`src/rtl/branch_predictor.sv`:
```
// -----------------------------------------------------------------------------
// branch_predictor
//
// Direct-mapped branch target buffer with a per-entry saturating direction
// counter. Lookup is purely combinational from the fetch PC. Updates come
// from the resolve stage and land on the next rising clock edge, so a lookup
// in the same cycle as an update sees the old entry contents.
//
// Parameters
//   ENTRIES : table depth, power of two, 4..256 (IDX_W = log2(ENTRIES))
//   TAG_W   : stored tag width, 1..20
//   CNT_W   : saturating counter width, 1..4 (1 = last-direction bit)
//
// Ports
//   clk              in   1  rising-edge clock
//   rst              in   1  synchronous active-high reset
//   if_pc            in  32  fetch PC to predict
//   pred_taken       out  1  predict taken for if_pc
//   pred_target      out 32  predicted next PC
//   upd_valid        in   1  resolved control-transfer update strobe
//   upd_pc           in  32  PC of the resolved branch/jump
//   upd_taken        in   1  actual direction
//   upd_target       in  32  actual taken target
//   upd_mispredict   in   1  resolution disagreed with prediction
//   stat_updates     out 32  (BP_STATS_EN only) cycles with upd_valid
//   stat_mispredicts out 32  (BP_STATS_EN only) cycles with upd_valid and
//                            upd_mispredict
//
// Optional feature macro: BP_STATS_EN. When undefined the statistics ports
// and counters are absent and upd_mispredict is not used.
// -----------------------------------------------------------------------------
module branch_predictor #(
    parameter int ENTRIES = 16,
    parameter int TAG_W   = 8,
    parameter int CNT_W   = 2
) (
    input  logic        clk,
    input  logic        rst,
    input  logic [31:0] if_pc,
    output logic        pred_taken,
    output logic [31:0] pred_target,
    input  logic        upd_valid,
    input  logic [31:0] upd_pc,
    input  logic        upd_taken,
    input  logic [31:0] upd_target,
    input  logic        upd_mispredict
`ifdef BP_STATS_EN
    ,
    output logic [31:0] stat_updates,
    output logic [31:0] stat_mispredicts
`endif
);

    localparam int IDX_W  = $clog2(ENTRIES);
    localparam int TAG_LO = IDX_W + 2;
    localparam int TAG_HI = IDX_W + TAG_W + 1;

    // Counter encodings. Written without zero-width replications so that
    // CNT_W = 1 elaborates cleanly: weak-taken is the MSB alone, the reset
    // value (weak not-taken) is everything below it.
    localparam logic [CNT_W-1:0] CNT_MAX    = {CNT_W{1'b1}};
    localparam logic [CNT_W-1:0] CNT_WEAK_T = CNT_MAX ^ (CNT_MAX >> 1);
    localparam logic [CNT_W-1:0] CNT_RESET  = CNT_MAX >> 1;

    // -------------------------------------------------------------------------
    // Table storage
    // -------------------------------------------------------------------------
    logic             tbl_valid  [ENTRIES];
    logic [TAG_W-1:0] tbl_tag    [ENTRIES];
    logic [31:0]      tbl_target [ENTRIES];
    logic [CNT_W-1:0] tbl_cnt    [ENTRIES];

    // -------------------------------------------------------------------------
    // Lookup path (combinational)
    // -------------------------------------------------------------------------
    logic [IDX_W-1:0] lk_idx;
    logic [TAG_W-1:0] lk_tag;
    logic             lk_hit;
    logic [31:0]      lk_fallthru;

    assign lk_idx      = if_pc[IDX_W+1:2];
    assign lk_tag      = if_pc[TAG_HI:TAG_LO];
    assign lk_hit      = tbl_valid[lk_idx] && (tbl_tag[lk_idx] == lk_tag);
    assign lk_fallthru = if_pc + 32'd4;

    always_comb begin
        pred_taken  = 1'b0;
        pred_target = lk_fallthru;
        if (lk_hit && tbl_cnt[lk_idx][CNT_W-1]) begin
            pred_taken  = 1'b1;
            pred_target = tbl_target[lk_idx];
        end
    end

    // -------------------------------------------------------------------------
    // Update path
    // -------------------------------------------------------------------------
    logic [IDX_W-1:0] up_idx;
    logic [TAG_W-1:0] up_tag;
    logic             up_hit;
    logic [CNT_W-1:0] up_cnt;
    logic [CNT_W-1:0] up_cnt_next;

    assign up_idx = upd_pc[IDX_W+1:2];
    assign up_tag = upd_pc[TAG_HI:TAG_LO];
    assign up_hit = tbl_valid[up_idx] && (tbl_tag[up_idx] == up_tag);
    assign up_cnt = tbl_cnt[up_idx];

    // Saturating step toward the resolved direction.
    always_comb begin
        up_cnt_next = up_cnt;
        if (upd_taken) begin
            if (up_cnt != CNT_MAX) begin
                up_cnt_next = up_cnt + CNT_W'(1);
            end
        end else begin
            if (up_cnt != '0) begin
                up_cnt_next = up_cnt - CNT_W'(1);
            end
        end
    end

    // Reset wins over any update in the same cycle. A not-taken miss leaves
    // the table alone: there is nothing worth remembering about a branch that
    // falls through and is not already tracked.
    always_ff @(posedge clk) begin
        if (rst) begin
            for (int i = 0; i < ENTRIES; i++) begin
                tbl_valid[i]  <= 1'b0;
                tbl_tag[i]    <= '0;
                tbl_target[i] <= 32'd0;
                tbl_cnt[i]    <= CNT_RESET;
            end
        end else if (upd_valid) begin
            if (up_hit) begin
                tbl_cnt[up_idx] <= up_cnt_next;
                if (upd_taken) begin
                    tbl_target[up_idx] <= upd_target;
                end
            end else if (upd_taken) begin
                tbl_valid[up_idx]  <= 1'b1;
                tbl_tag[up_idx]    <= up_tag;
                tbl_target[up_idx] <= upd_target;
                tbl_cnt[up_idx]    <= CNT_WEAK_T;
            end
        end
    end

    // -------------------------------------------------------------------------
    // Optional statistics
    // -------------------------------------------------------------------------
`ifdef BP_STATS_EN
    always_ff @(posedge clk) begin
        if (rst) begin
            stat_updates     <= 32'd0;
            stat_mispredicts <= 32'd0;
        end else if (upd_valid) begin
            stat_updates <= stat_updates + 32'd1;
            if (upd_mispredict) begin
                stat_mispredicts <= stat_mispredicts + 32'd1;
            end
        end
    end
`endif

    // Update-PC bits outside index/tag do not select anything in the table.
    logic unused_bits;
`ifdef BP_STATS_EN
    assign unused_bits = ^{upd_pc[1:0], upd_pc[31:TAG_HI+1]};
`else
    assign unused_bits = ^{upd_pc[1:0], upd_pc[31:TAG_HI+1], upd_mispredict};
`endif

endmodule

```
`config.mk`:
```
export PLATFORM = sky130hd
export DESIGN_NAME = branch_predictor
export DESIGN_NICKNAME = d
export VERILOG_FILES = /design/src/rtl/branch_predictor.sv
export SDC_FILE = /design/constraint.sdc
export NUM_CORES = 1
export LEC_CHECK = 0
export BUFFER_PORTS_ARGS = -buffer_cell sky130_fd_sc_hd__buf_2
export CORE_MARGIN = 5
export CORE_UTILIZATION = 60
export DETAILED_ROUTE_END_ITERATION = 6
export PLACE_DENSITY = 0.78
export SLEW_MARGIN = 20
export SYNTH_ARGS = -nofsm -noshare
export SYNTH_HDL_FRONTEND = slang
export SYNTH_SLANG_ARGS = --single-unit
```
`constraint.sdc`:
```
create_clock -name clk -period 4.5 [get_ports clk]
set_input_delay 0.9 -clock clk [delete_from_list [all_inputs] [get_ports clk]]
set_output_delay 0.9 -clock clk [all_outputs]
set_load 0.01 [all_outputs]
```
Yosys cells after proc, flatten, opt, wreduce, memory -nomap -nowiden. Memories as Yosys holds them, arrays and structs flattened. Index checks and enable logic that the tools add are counted. W data, S select, Z words.

Add/subtract/negate cells: 3. Multipliers: 0. Divide/modulo/power cells: 0. Order comparisons: 0. Equal/unequal tests: 3. Shifts and indexed selects: 0. Multiplexer cells: 34. Bitwise gates (word level): 2. Reduce and logical (&&, ||, !) cells: 8.

Operator list (count): $mux W32 (3); $add A32 B3 Y32 const B (1); $reduce_or A32 Y1 (1); $mux W1 (21); $eq A8 B8 Y1 (2); $mux W4 (4); $mux W2 (5); $mux W8 (1); $reduce_or A8 Y1 (1); $logic_and A1 B1 Y1 (3); $add A2 B1 Y2 const B (1); $ne A2 B2 Y1 const B (1); $or A1 B1 Y1 (2); $reduce_bool A2 Y1 (1); $reduce_or A2 Y1 (1); $sub A2 B1 Y2 const B (1); $reduce_or A1 Y1 (1).

Register bits: 0. Bits in latches: 0. Memory bits (writable): 688. ROM bits: 0. Input bits: 101. Output and inout port bits: 33. Logic and storage cells: 54. Memories: 4.

Memories: tbl_target (words 16, bits a word 32, rd ports 1, clocked after Yosys merged registers in 0, write ports 16, line 70) `logic [31:0] tbl_target [ENTRIES];`; tbl_tag (words 16, bits a word 8, rd ports 2, clocked after Yosys merged registers in 0, write ports 16, line 69) `logic [TAG_W-1:0] tbl_tag [ENTRIES];`; tbl_cnt (words 16, bits a word 2, rd ports 2, clocked after Yosys merged registers in 0, write ports 16, line 71) `logic [CNT_W-1:0] tbl_cnt [ENTRIES];`; tbl_valid (words 16, bits a word 1, rd ports 2, clocked after Yosys merged registers in 0, write ports 16, line 68) `logic tbl_valid [ENTRIES];`.

Depth between registers and ports, before layout. An unclocked memory read counts as a cell.

Depth in word-level cells: 10. Gate-level depth with buffers: 13. Depth with buffers taken out: 8.

Least setup slack after synthesis. Ideal clock, no wire load.

Path kind: input to output. From: input port if_pc[2]. To: output port pred_target[0]. Arrival time: 3401 ps. Data required time: 3600 ps. Setup slack: 199 ps. Stages on the path: 8. Cells stage by stage: buf_2 > buf_6 > buf_6 > buf_2 > buf_1 > mux4_2 > mux4_2 > mux2_2.

Longest elaborated chain between the ends: 5.

Ends and longest elaborated chain: start, declared (line 39) `input logic [31:0] if_pc,`; $mem_v2 Z16 W8; $eq A8 B8 Y1 (line 83) `assign lk_hit = tbl_valid[lk_idx] && (tbl_tag[lk_idx] == lk_tag);`; $logic_and A1 B1 Y1 (line 83); $logic_and A1 B1 Y1 (line 89) `if (lk_hit && tbl_cnt[lk_idx][CNT_W-1]) begin`; $mux W32 * (line 89); end, declared (line 41) `output logic [31:0] pred_target,`.

Mark *: on every way between the ends. The rest lies on a longest branch, timed or not.

Worst setup path after layout.
From: input port if_pc[4]. To: output port pred_target[21].

Same word-level chain as after synthesis.

==> results_dict.tcl <==
set metrics [dict create \
    hold_depth 2 \
    filler_cell_count 3617 \
    synth_top_area_cell "edfxtp_1" \
    reg2reg_depth 9 \
    ir_worst_vdd_v 0.000277 \
    fin_util_pct 68.6 \
    clock_latency_ns 0.62 \
    critPathSlowestCell "mux4_2" \
    cts_buffer_depth 3 \
    synth_nets 2414 \
    cap_violations 0 \
    skew_ns 0.0189 \
    post_drt_wl_per_cell_um 30.1 \
    yosysMostFrequentCell "edfxtp_1" \
    leakage_nw 14.3 \
    async_flop_share_pct 0 \
    arrival_ns 3.71 \
    drive_above_1_share_pct 27.1 \
    holdPathEnd "tbl_valid[13]" \
    dieArea_um2 61100 \
    dieHeight_um 247 \
    vias 22300 \
    std_cell_rows 87 \
    synth-warning-count 0 \
    final_antenna_net_count 0 \
    drt_iter0_drc 3494 \
    relSlewSlack_pct 24.2 \
    grt.overflow.total 0 \
    ys_ff_latch 688 \
    r2r_slack_ns 1.17 \
    ys_seq_area_share_pct 60.7 \
    synth_cells 2312 \
    path_cells "buf_4 > buf_4 > buf_4 > mux4_2 > nand2_1 > a31oi_1 > xnor2_1 > nand3_2 > nor3_4 > buf_12 > buf_16 > buf_12 > mux2_2 > buf_6" \
    syn_area_um2 33800 \
    die_w_um 247 \
    holdCritPathClass "register to register" \
    fin_crit_ns 4.61 \
    drtPass1Iterations 6 \
    path_clk_slew_ns 0.05 \
    syn_avg_cell_area_um2 14.6 \
    gp_congestion 0.910 \
    track_usage_pct 31.7 \
    boundaryPins 134 \
    num-nets-final 2519 \
    area_delta_synth_final_pct 13.9 \
    critical_path_class "primary input to primary output" \
    place_ws_ns -0.162 \
    rsz0062_at_grt "true" \
    start_kind "primary input" \
    synth_top_area_share_pct 59.8 \
    cts_made_buffers 72 \
    seq_area_um2 20500 \
    status "finished, violations left" \
    timing.fmax_mhz 217 \
    grt_start_max_net_pins 81 \
    violations "setup timing" \
    antenna_found_initial 6 \
    powerDensity_nw_per_um2 382 \
    path_max_fanout 13 \
    cts-root-buf "clkbuf_16" \
    cts_sinks 688 \
    max_stage_delay_ns 0.39 \
    ys_top_cells_by_area "edfxtp_1 (60%), mux4_2 (15%), and3_1 (5.0%), and2_1 (4.9%), nor2_1 (1.8%)" \
    drc 0 \
    synth-edff-count 672 \
    htreeDepth 3 \
    end_kind "primary output" \
    crit_required_ns 3.60 \
    synthTopCellsByCount "edfxtp_1 (672), and3_1 (270), and2_1 (265), mux4_2 (218), nor2_1 (162)" \
    grt_pass1_vias 22600 \
    port_buffers 112 \
    via_per_inst 6.89 \
    fin_crit_sh_pct 103 \
    finalHoldViolCount 0 \
    routed_wl_um 97200 \
    min-delay-start "tbl_valid[13]" \
    cp_common_cell "buf_4" \
    initial_core_util_pct 60.2 \
    maxSlewViolCount 0 \
    grt_pass1_wl_um 142000 \
    hpwlAfterDp_um 57000 \
    worst_slew_pin_slew_ns 1.14 \
    final_critical_path_setup_slack_ns -0.115 \
    setup_viol 32 \
    r2r_end "tbl_tag[7][1]" \
    synth_flop_cell "edfxtp_1" \
    rr_startpoint "tbl_tag[11][0]" \
    synthDistinctLibCells 64 \
    cts_tree "built" \
    core_area_um2 56100 \
    multi_input_area_um2 12500 \
]
==> what timing repair did <==
| action | CTS | global route |
|---|---|---|
| gates resized for setup | 51 | 23 |
| cloned | 2 | 4 |
| endpoints found under the setup margin | 30 | 32 |
| buffers inserted | 3 | 1 |
| hold buffers | 0 | 0 |
| pin swaps | 1 | 6 |
==> state kept, by name, indices dropped and copies added, names as in the netlist <==
register    cells
tbl_target    512
tbl_cnt        32
tbl_valid      16
tbl_tag       128
==> report_power, final <==
part	switching, W	internal, W	total [W]	leakage (nW)
clock network	0.00250	0.00320	0.00570	1.10
logic	0.000863	0.000640	0.00150	6.64
registers	0.000121	0.00736	0.00748	6.54
==> cell usage in the layout (no fill, tap or decap), types with 21 or more instances in the layout <==
cell type  count
a21oi_1       27
and2_1       264
and3_1       268
buf_2         84
buf_4        108
buf_6         30
clkbuf_16     78
clkinv_1      22
edfxtp_1     672
inv_1         23
mux2_4        21
mux2i_1       55
mux4_2       218
nand2_1       67
nand2b_1      22
nand3_1       26
nor2_1       153
xnor2_1       32
==> critical path, delay by kind of cell <==
family | cells | cell delay (ns)
buf+inv | 7 | 1.22
mux | 2 | 0.74
simple gates | 3 | 0.45
xor+xnor | 1 | 0.24
compound gates | 1 | 0.16
==> layout make-up <==
cell class,count,share of cell area (%)
sequential,688,53.3
multi-input combinational,1377,32.4
timing repair buffer,252,5.79
clock buffer,85,4.92
tap,756,2.46
clock inverter,46,0.869
inverter,26,0.264
antenna,2,0.0130
==> kinds of logic (layout without fill, tap and decap cells) <==
logic type	after synthesis	in the layout	synth area share [%]
AO/OA/AOI/OAI	129	129	2.73
adder cells (fa/ha/maj)	1	1	0.0371
multiplexers	308	308	17.3
buffers and inverters	247	409	3.19
XOR/XNOR	43	43	1.12
flip-flops	688	688	60.7
AND/OR/NAND/NOR	896	896	14.9
other	0	2	0
==> how the worst max path moves through the flow <==
| stage | start | slack, ns | to |
|---|---|---|---|
| after global routing | if_pc[2] | -0.20 | pred_target[22] |
| after global placement | if_pc[2] | -0.10 | pred_target[30] |
| after floorplan | if_pc[2] | 0.20 | pred_target[0] |
| after detailed placement | if_pc[2] | -0.16 | pred_target[30] |
| final | if_pc[4] | -0.11 | pred_target[21] |
| after CTS | if_pc[2] | -0.10 | pred_target[25] |
==> metrics by stage <==
stage                     total power, W  hold slack, ns  instance area, um2  cells  setup TNS (ns)
after global routing              0.0151           0.526               38500   3230           -5.45
after CTS                         0.0147           0.494               38300   3225           -1.80
after detailed placement         0.00901           0.478               35700   3089           -6.34
after floorplan                  0.00843           0.440               33800   2312               0
final                             0.0147           0.496               38500   3232           -2.57
after global placement           0.00896           0.467               35700   3089           -3.49
==> per-layer routing <==
metal | routed length (um) | up-vias | track usage [%]
li1 | - | 9048 | -
met1 | 33800 | 11100 | 42.4
met2 | 46600 | 1768 | 50.3
met3 | 12200 | 303 | 7.34
met4 | 4530 | 6 | 14.1
met5 | 35 | - | 0
Power figures use the tool's default switching activity.
